--- config.mk ---
export PLATFORM = sky130hd
export DESIGN_NAME = spectrum_uart_tx
export DESIGN_NICKNAME = d
export VERILOG_FILES = /design/src/rtl/spectrum_uart_tx.sv
export SDC_FILE = /design/constraint.sdc
export NUM_CORES = 1
export LEC_CHECK = 0
export ABC_AREA = 1
export CAP_MARGIN = 10
export CORE_MARGIN = 2
export CORE_UTILIZATION = 55
export CTS_CLUSTER_DIAMETER = 60
export DETAILED_ROUTE_END_ITERATION = 7
export PLACE_DENSITY = 0.87
export SLEW_MARGIN = 20
export SYNTH_ARGS = -nofsm -noshare
export SYNTH_HDL_FRONTEND = slang
export SYNTH_SLANG_ARGS = --single-unit
--- constraint.sdc ---
create_clock -name cclk -period 5.7 [get_ports cclk]
set_input_delay 0.57 -clock cclk [delete_from_list [all_inputs] [get_ports cclk]]
set_output_delay 0.57 -clock cclk [all_outputs]
set_load 0.05 [all_outputs]
--- src/rtl/spectrum_uart_tx.sv ---
`default_nettype none
// +----------------------------------------------------------------------------+
// | Module   : spectrum_uart_tx                                                |
// | Function : streams one FFT magnitude frame (sync, bins, checksum) as 8N1    |
// | Revision : 1.0                                                             |
// +----------------------------------------------------------------------------+
module spectrum_uart_tx #(
  parameter int unsigned ClkFrequency = 24000000,
  parameter int unsigned Baud         = 57600,
  parameter int unsigned NUM_BINS     = 512,
  parameter int unsigned ADDR_W       = 9,
  parameter logic [7:0]  SYNC_BYTE    = 8'hA5
) (
  input  logic              cclk,
  input  logic              reset,
  input  logic              frame_start,
  output logic [ADDR_W-1:0] ram_addr,
  input  logic [7:0]        ram_data,
  output logic              TxD,
  output logic              busy,
  output logic              frame_done
);

  localparam int unsigned       DIV       = ClkFrequency / Baud;
  localparam int unsigned       CNT_W     = (DIV > 1) ? $clog2(DIV) : 1;
  localparam logic [CNT_W-1:0]  BAUD_LAST = CNT_W'(DIV - 1);
  localparam logic [ADDR_W-1:0] LAST_BIN  = ADDR_W'(NUM_BINS - 1);
  localparam logic [3:0]        STOP_BIT  = 4'd9;

  typedef enum logic [2:0] {IDLE, SEND_SYNC, SEND_BIN, SEND_CSUM, DONE} state_e;

  state_e            state_q, state_d;
  logic [7:0]        shift_q, shift_d;
  logic [7:0]        hold_q, hold_d;
  logic [7:0]        csum_q, csum_d;
  logic [3:0]        bit_q, bit_d;
  logic [CNT_W-1:0]  baud_q, baud_d;
  logic [ADDR_W-1:0] bin_q, bin_d;
  logic [ADDR_W-1:0] addr_q, addr_d;
  logic              txd_q, txd_d;
  logic              bit_end;
  logic              byte_end;
  logic [ADDR_W-1:0] addr_next;

  assign bit_end   = (baud_q == BAUD_LAST);
  assign byte_end  = bit_end && (bit_q == STOP_BIT);
  // The prefetch address saturates at the last bin so it never wraps mid-frame.
  assign addr_next = (addr_q == LAST_BIN) ? addr_q : addr_q + ADDR_W'(1);

  always_comb begin
    state_d = state_q;
    shift_d = shift_q;
    hold_d  = hold_q;
    csum_d  = csum_q;
    bit_d   = bit_q;
    baud_d  = baud_q;
    bin_d   = bin_q;
    addr_d  = addr_q;
    txd_d   = txd_q;
    case (state_q)
      IDLE: begin
        if (frame_start) begin
          state_d = SEND_SYNC;
          shift_d = SYNC_BYTE;
          txd_d   = 1'b0;
          addr_d  = '0;
          csum_d  = '0;
          bin_d   = '0;
          bit_d   = '0;
          baud_d  = '0;
        end
      end
      SEND_SYNC, SEND_BIN, SEND_CSUM: begin
        baud_d = bit_end ? '0 : baud_q + CNT_W'(1);
        // RAM data for the address set at the start bit is stable two edges later.
        if (bit_q == 4'd0 && baud_q == CNT_W'(1)) hold_d = ram_data;
        if (byte_end) begin
          bit_d = '0;
          txd_d = 1'b0;
          if (state_q == SEND_SYNC) begin
            state_d = SEND_BIN;
            shift_d = hold_q;
            csum_d  = csum_q + hold_q;
            addr_d  = addr_next;
          end else if (state_q == SEND_BIN) begin
            if (bin_q == LAST_BIN) begin
              state_d = SEND_CSUM;
              shift_d = csum_q;
            end else begin
              bin_d   = bin_q + ADDR_W'(1);
              shift_d = hold_q;
              csum_d  = csum_q + hold_q;
              addr_d  = addr_next;
            end
          end else begin
            state_d = DONE;
            txd_d   = 1'b1;
            addr_d  = '0;
          end
        end else if (bit_end) begin
          bit_d = bit_q + 4'd1;
          if (bit_q == 4'd8) begin
            txd_d = 1'b1;
          end else begin
            txd_d   = shift_q[0];
            shift_d = {1'b0, shift_q[7:1]};
          end
        end
      end
      DONE: begin
        state_d = IDLE;
        txd_d   = 1'b1;
        addr_d  = '0;
      end
      default: state_d = IDLE;
    endcase
  end

  always_ff @(posedge cclk or posedge reset) begin
    if (reset) begin
      state_q <= IDLE;
      shift_q <= '0;
      hold_q  <= '0;
      csum_q  <= '0;
      bit_q   <= '0;
      baud_q  <= '0;
      bin_q   <= '0;
      addr_q  <= '0;
      txd_q   <= 1'b1;
    end else begin
      state_q <= state_d;
      shift_q <= shift_d;
      hold_q  <= hold_d;
      csum_q  <= csum_d;
      bit_q   <= bit_d;
      baud_q  <= baud_d;
      bin_q   <= bin_d;
      addr_q  <= addr_d;
      txd_q   <= txd_d;
    end
  end

  assign ram_addr   = addr_q;
  assign TxD        = txd_q;
  assign busy       = (state_q == SEND_SYNC) || (state_q == SEND_BIN) || (state_q == SEND_CSUM);
  assign frame_done = (state_q == DONE);

endmodule
`default_nettype wire

; ---- Word-level counts from Yosys, hierarchy flattened
; Cells that the tools add are included.
[op_classes]
n_addsub = 5
multipliers = 0
n_div = 0
magnitude_cmp = 0
eq_ne = 22
shifts = 0
mux = 45
bitwise = 0
reduce_logical = 18
[ops]
columns = cell, count
row1 = 2-to-1 mux 9 bit, 11
row2 = 2-to-1 mux 8 bit, 12
row3 = one-hot mux 9 bit (2 select lines), 2
row4 = one-hot mux 8 bit (2 select lines), 2
row5 = adder 9 x 1 -> 9 bit (second input constant), 3
row6 = equality test 9 bit (second input constant), 3
row7 = one-hot mux 9 bit (3 select lines), 1
row8 = 2-to-1 mux 3 bit, 5
row9 = 2-to-1 mux 4 bit, 3
row10 = != test 3 bit (second input constant), 4
row11 = != test 4 bit (second input constant), 3
row12 = != test 2 bit (second input constant), 5
row13 = AND reduction 5 bit, 2
row14 = equality test 9 x 1 -> 1 bit (second input constant), 1
row15 = AND reduction 3 bit, 3
row16 = adder 8 bit, 1
row17 = equality test 4 bit (second input constant), 2
row18 = one-hot mux 4 bit (2 select lines), 1
row19 = equality test 3 x 2 -> 1 bit (second input constant), 2
row20 = 2-to-1 mux 1 bit, 6
row21 = one-hot mux 3 bit (2 select lines), 1
row22 = AND reduction 6 bit, 1
row23 = adder 4 x 1 -> 4 bit (second input constant), 1
row24 = logical NOT 4 bit, 1
row25 = other kinds (11), 14
[totals]
reg_bits = 59
latch_bits = 0
ram_bits = 0
romBits = 0
wordCells = 99
n_memories = 0

; ---- Logic depth before layout (Yosys ltp)
[depth]
ltp_word = 7
ltp_mapped = 15
mapped_depth_nobuf = 15

; ---- Worst setup path before layout
; OpenSTA, ideal clock, no wires.
[synth_path]
path_type = register -> register
startpoint = register bin_q[0]
endpoint = register shift_q[3]
setup_ns = 0.116
arrival_ns = 1.828
required_time_ns = 5.584
slack_ns = 3.756
stages_incl_launch_ff = 15
n_path_buf = 1
path_cell_list = dfrtp_1 > ha_1 > nand2_1 > nor2_1 > inv_1 > nor3_1 > ha_1 > clkbuf_1 > o21ai_0 > nand2_1 > o21ai_0 > nor2_1 > nor2_1 > nand2_1 > nand2_1
[synth_between]
elab_chain_len = 6
[synth_lines]
columns = item, line
row1 = from (decl), 38  ; logic [ADDR_W-1:0] bin_q, bin_d;
row2 = from (signal assigned), 137  ; bin_q <= bin_d;
row3 = equality test 9 bit, 86  ; if (bin_q == LAST_BIN) begin
row4 = 2-to-1 mux 8 bit, 86
row5 = 2-to-1 mux 8 bit, 85  ; end else if (state_q == SEND_BIN) begin
row6 = 2-to-1 mux 8 bit, 80  ; if (state_q == SEND_SYNC) begin
row7 = 2-to-1 mux 8 bit, 77  ; if (byte_end) begin
row8 = one-hot mux 8 bit (2 select lines), 60  ; case (state_q)
row9 = to (signal assigned), 132  ; shift_q <= shift_d;
row10 = to (decl), 33  ; logic [7:0] shift_q, shift_d;
; Every way passes these cells. The select of a mux whose other input is x is not followed.
; A chain may end at the register's enable or synchronous reset.

; ---- Final worst setup path
[layout_path]
startpoint = register state_q[0]
endpoint = output port busy
[layout_between]
elab_chain_len = 3
[layout_lines]
columns = item, line
row1 = from (decl), 32  ; state_e state_q, state_d;
row2 = from (signal assigned), 131  ; state_q <= state_d;
row3 = equality test 3 x 1 -> 1 bit / equality test 3 x 2 -> 1 bit (equally long branches), 145  ; assign busy = (state_q == SEND_SYNC) || (state_q == SEND_BIN) || (state_q == SEND_CSUM);
row4 = logical OR 1 bit, 145
row5 = logical OR 1 bit (*), 145
row6 = to (decl), 20  ; output logic busy,
; Every way passes the cells marked *; elsewhere a longest branch is shown, timed or not.

==> out/summary.log <==
[timing] Max Clk Rate 367 MHz
[timing] total setup violations reported at the end of the flow 0
[die] Die Ht 88.1 µm
[place] total half-perimeter wirelength after legalization and detailed placement 6220 µm
[clocking] deepest clock path buffer count 2
[final_layout] antenna cells 0
[clocking] number of clock sinks 59
[worst_setup_path] Required @ worst endpoint 5130 ps
[power] power share of the sequential group 48.6%
[power] total power after layout 0.000861 W
[synthesis] number of enable-type register cells in the synthesized netlist 0
[synthesis] sequential cell area fraction in the yosys report 38.0%
[route] vias after detailed routing 3621
[timing] RSZ-0062 raised after global routing no
[timing] setup TNS 0 ps
[synthesis] largest area contributor in the netlist dfrtp_1
[power] ratio of total power to cell area 195 nW/µm²
[final_layout] Layout area overhead 13.4%
[timing] headroom to the max-slew limit 50.4%
[synthesis] top_reg_cell synth dfrtp_1
[synthesis] Area contributors post-synth dfrtp_1, nand2_1, inv_1
[timing] count of final hold-check violations 0
[clocking] number of instances resized during post-cts repair 0
[timing] final count of pins violating max slew 0
[synthesis] count of warnings emitted by yosys 0
[clocking] clock slew at the register clock pins of the worst setup and hold paths 70 ps
[worst_setup_path] CP top delay family buffers and inverters
[synthesis] cell area after technology mapping 3890 µm²
[clocking] number of buffers added by the clock tree synthesis step 9
[place] number of instances in the placed design 657
[place] final estimated routing congestion in global placement 0.839
[synthesis] gate count after technology mapping 545
[clocking] clock tree from TritonCTS done
[global_routing] number of global-route vias before repair 3420
[die] Ports 23
[clocking] post-cts hold buffer count 0
[power] Switching Fraction 22.3%
[synthesis] proportion of netlist area held by the largest area contributor 37.3%
[die] die span in x 88.1 µm
[die] Starting Density 57.0%
[clocking] H-tree depth 3
[clocking] Post-CTS Setup Repair Bufs 0
[timing] worst-margin pin slew 744 ps
[route] wire length per cell 13.0 µm
[route] post-route DRC violation count 0
[worst_setup_path] crit path launch type flop
[power] internal power 0.000669 W
[worst_setup_path] standard cell with the maximum stage delay on the critical path clkdlybuf4s50_1
[outcome] status complete, no violations
[worst_setup_path] cells along the critical path nor2_2 -> nor2_8 -> clkdlybuf4s50_1
[clocking] root buf cell clkbuf_8
[synthesis] dominant cell by count in the synthesized netlist nand2_1
[global_routing] initial antenna violation count 0
[final_layout] post-route insts no fill 673
[route] residual antenna-violating net count after detailed routing 0
[timing] minimum hold slack 479 ps
[worst_setup_path] Reg-to-Reg Start bin_q[0]
[timing] post-route clock period utilization 47.7%
[clocking] insertion delay of the later-clocked pin in the worst-skew pair 360 ps
[global_routing] global routing usage summed across all routing layers 24.6%
[worst_setup_path] Setup crit end kind output port
[power] fraction of power consumed by combinational cells 1.9%
[run] number of max-capacitance violations reported 0
[synthesis] flip-flop and latch count after synthesis 59
[final_layout] Post-Layout Inst Area 4410 µm²
[timing] skew final 10.5 ps
[final_layout] fraction of layout instances using a drive strength above 1 9.71%
[route] Initial DRT Pass Iterations 5
[die] full die area 7770 µm²
[timing] fin crit period 2720 ps
[global_routing] grt total ovfl 0
[synthesis] synthesized area divided by synthesized cell count 7.14 µm²
[synthesis] Yosys cell types 39
[worst_setup_path] Buffers & Inverters on Critical Path 1
[route] routed vias/inst 5.38
[route] initial DRC count 217
[power] Clock Power Share 49.6%
[power] leakage dissipation 2.19 nW
[power] P_sw 0.000192 W
[worst_setup_path] Setup Crit Path Kind flop to output port
[route] Post-Route WL 8770 µm
[worst_setup_path] Critical Path Start state_q[0]
[worst_setup_path] WP data arrival 2150 ps
[die] Core Footprint 6830 µm²
[power] Max IR drop VDD 0.000139 V
[place] count of buffers from port buffering 22
[worst_setup_path] maximum net fanout on the critical path 16
[worst_hold_path] beginning of the worst hold path shift_q[6]
[global_routing] first-pass GRT wire length 15000 µm
[global_routing] pin count of the biggest net entering global routing 60
[synthesis] ranking of synthesized cells by instance count nand2_1, inv_1, dfrtp_1
[die] row cnt 30
[synthesis] Synth async-reset ratio 100%
[final_layout] fin nets 599
[synthesis] nets in the synthesized netlist 572
[worst_setup_path] largest incremental delay on the critical path 880 ps
[worst_hold_path] worst min path class flop to flop
[place] instance area at placement 4200 µm²
## power by group through the flow
stage | Combinational [W] | Clock (W) | Sequential, W
after global routing | 0.0000184 | 0.000449 | 0.000418
after global placement | 0.0000165 | 0 | 0.000426
after CTS | 0.0000169 | 0.000432 | 0.000418
after floorplan | 0.00000646 | 0 | 0.000427
after detailed placement | 0.0000168 | 0 | 0.000426
final | 0.0000160 | 0.000427 | 0.000418
## kinds of logic after synthesis
group | synth area share [%]
buffers and inverters | 8.29
adder cells (fa/ha/maj) | 5.34
AND/OR/NAND/NOR | 35.9
AO/OA/AOI/OAI | 9.80
XOR/XNOR | 2.70
flip-flops | 38.0
## tightest hold or removal path, cell delays in order, from the launching register on
cell,delay (ps)
dfrtp_1,340
nand2_1,50
nand2_1,60
## metrics by stage
stage | worst slack (ps) | util, %
after CTS | 2970 | 64.6
after detailed placement | 3370 | 61.4
after global routing | 2910 | 64.6
after global placement | 3410 | 61.4
after floorplan | 3680 | -
final | 2980 | 64.6
## layout make-up
type	instances	area (µm²)
fill	579	2420
multi-input combinational	406	2090
sequential	59	1480
inverter	72	273
timing repair buffer	24	235
clock buffer	9	124
tap	96	120
clock inverter	7	92.6
## state kept, by name, indices dropped and copies added (netlist names)
name,count
state_q,3
TxD,1
bin_q,9
hold_q,8
csum_q,8
bit_q,4
ram_addr,9
baud_q,9
shift_q,8
## cell usage in the layout (no fill, tap or decap), drive strengths merged, types with 4 or more instances in the layout
cell type      Yosys  routed
ha                15      15
o22ai              5       5
a21oi             10      10
nand3             44      44
xnor2              6       6
clkdlybuf4s50      0      22
nor3               4       4
inv               72      72
dfrtp             58      58
xor2               6       6
nand4             11      11
nor2              46      46
clkbuf             1       9
o21ai             46      46
nand2            204     204
## metal layers
layer	vias up	GRT usage [%]	routed length, µm
li1	1788	-	-
met5	-	0	0
met2	103	42.1	4300
met3	12	4.34	392
met1	1718	30.6	3930
met4	0	10.7	132
## path summary, 6_finish.rpt
check / endpoint / slack [ps] / depth (start not counted)
worst max-delay path: busy / 2980 / 3
worst max register to register: ram_addr[7] / 3350 / 13
min in group asynchronous: baud_q[3] / 740 / 3
max in group asynchronous: hold_q[5] / 4460 / 3
worst min register to register: shift_q[6] / 480 / 2
worst min-delay path: shift_q[6] / 480 / 2
(Power assumes the default switching activity.)
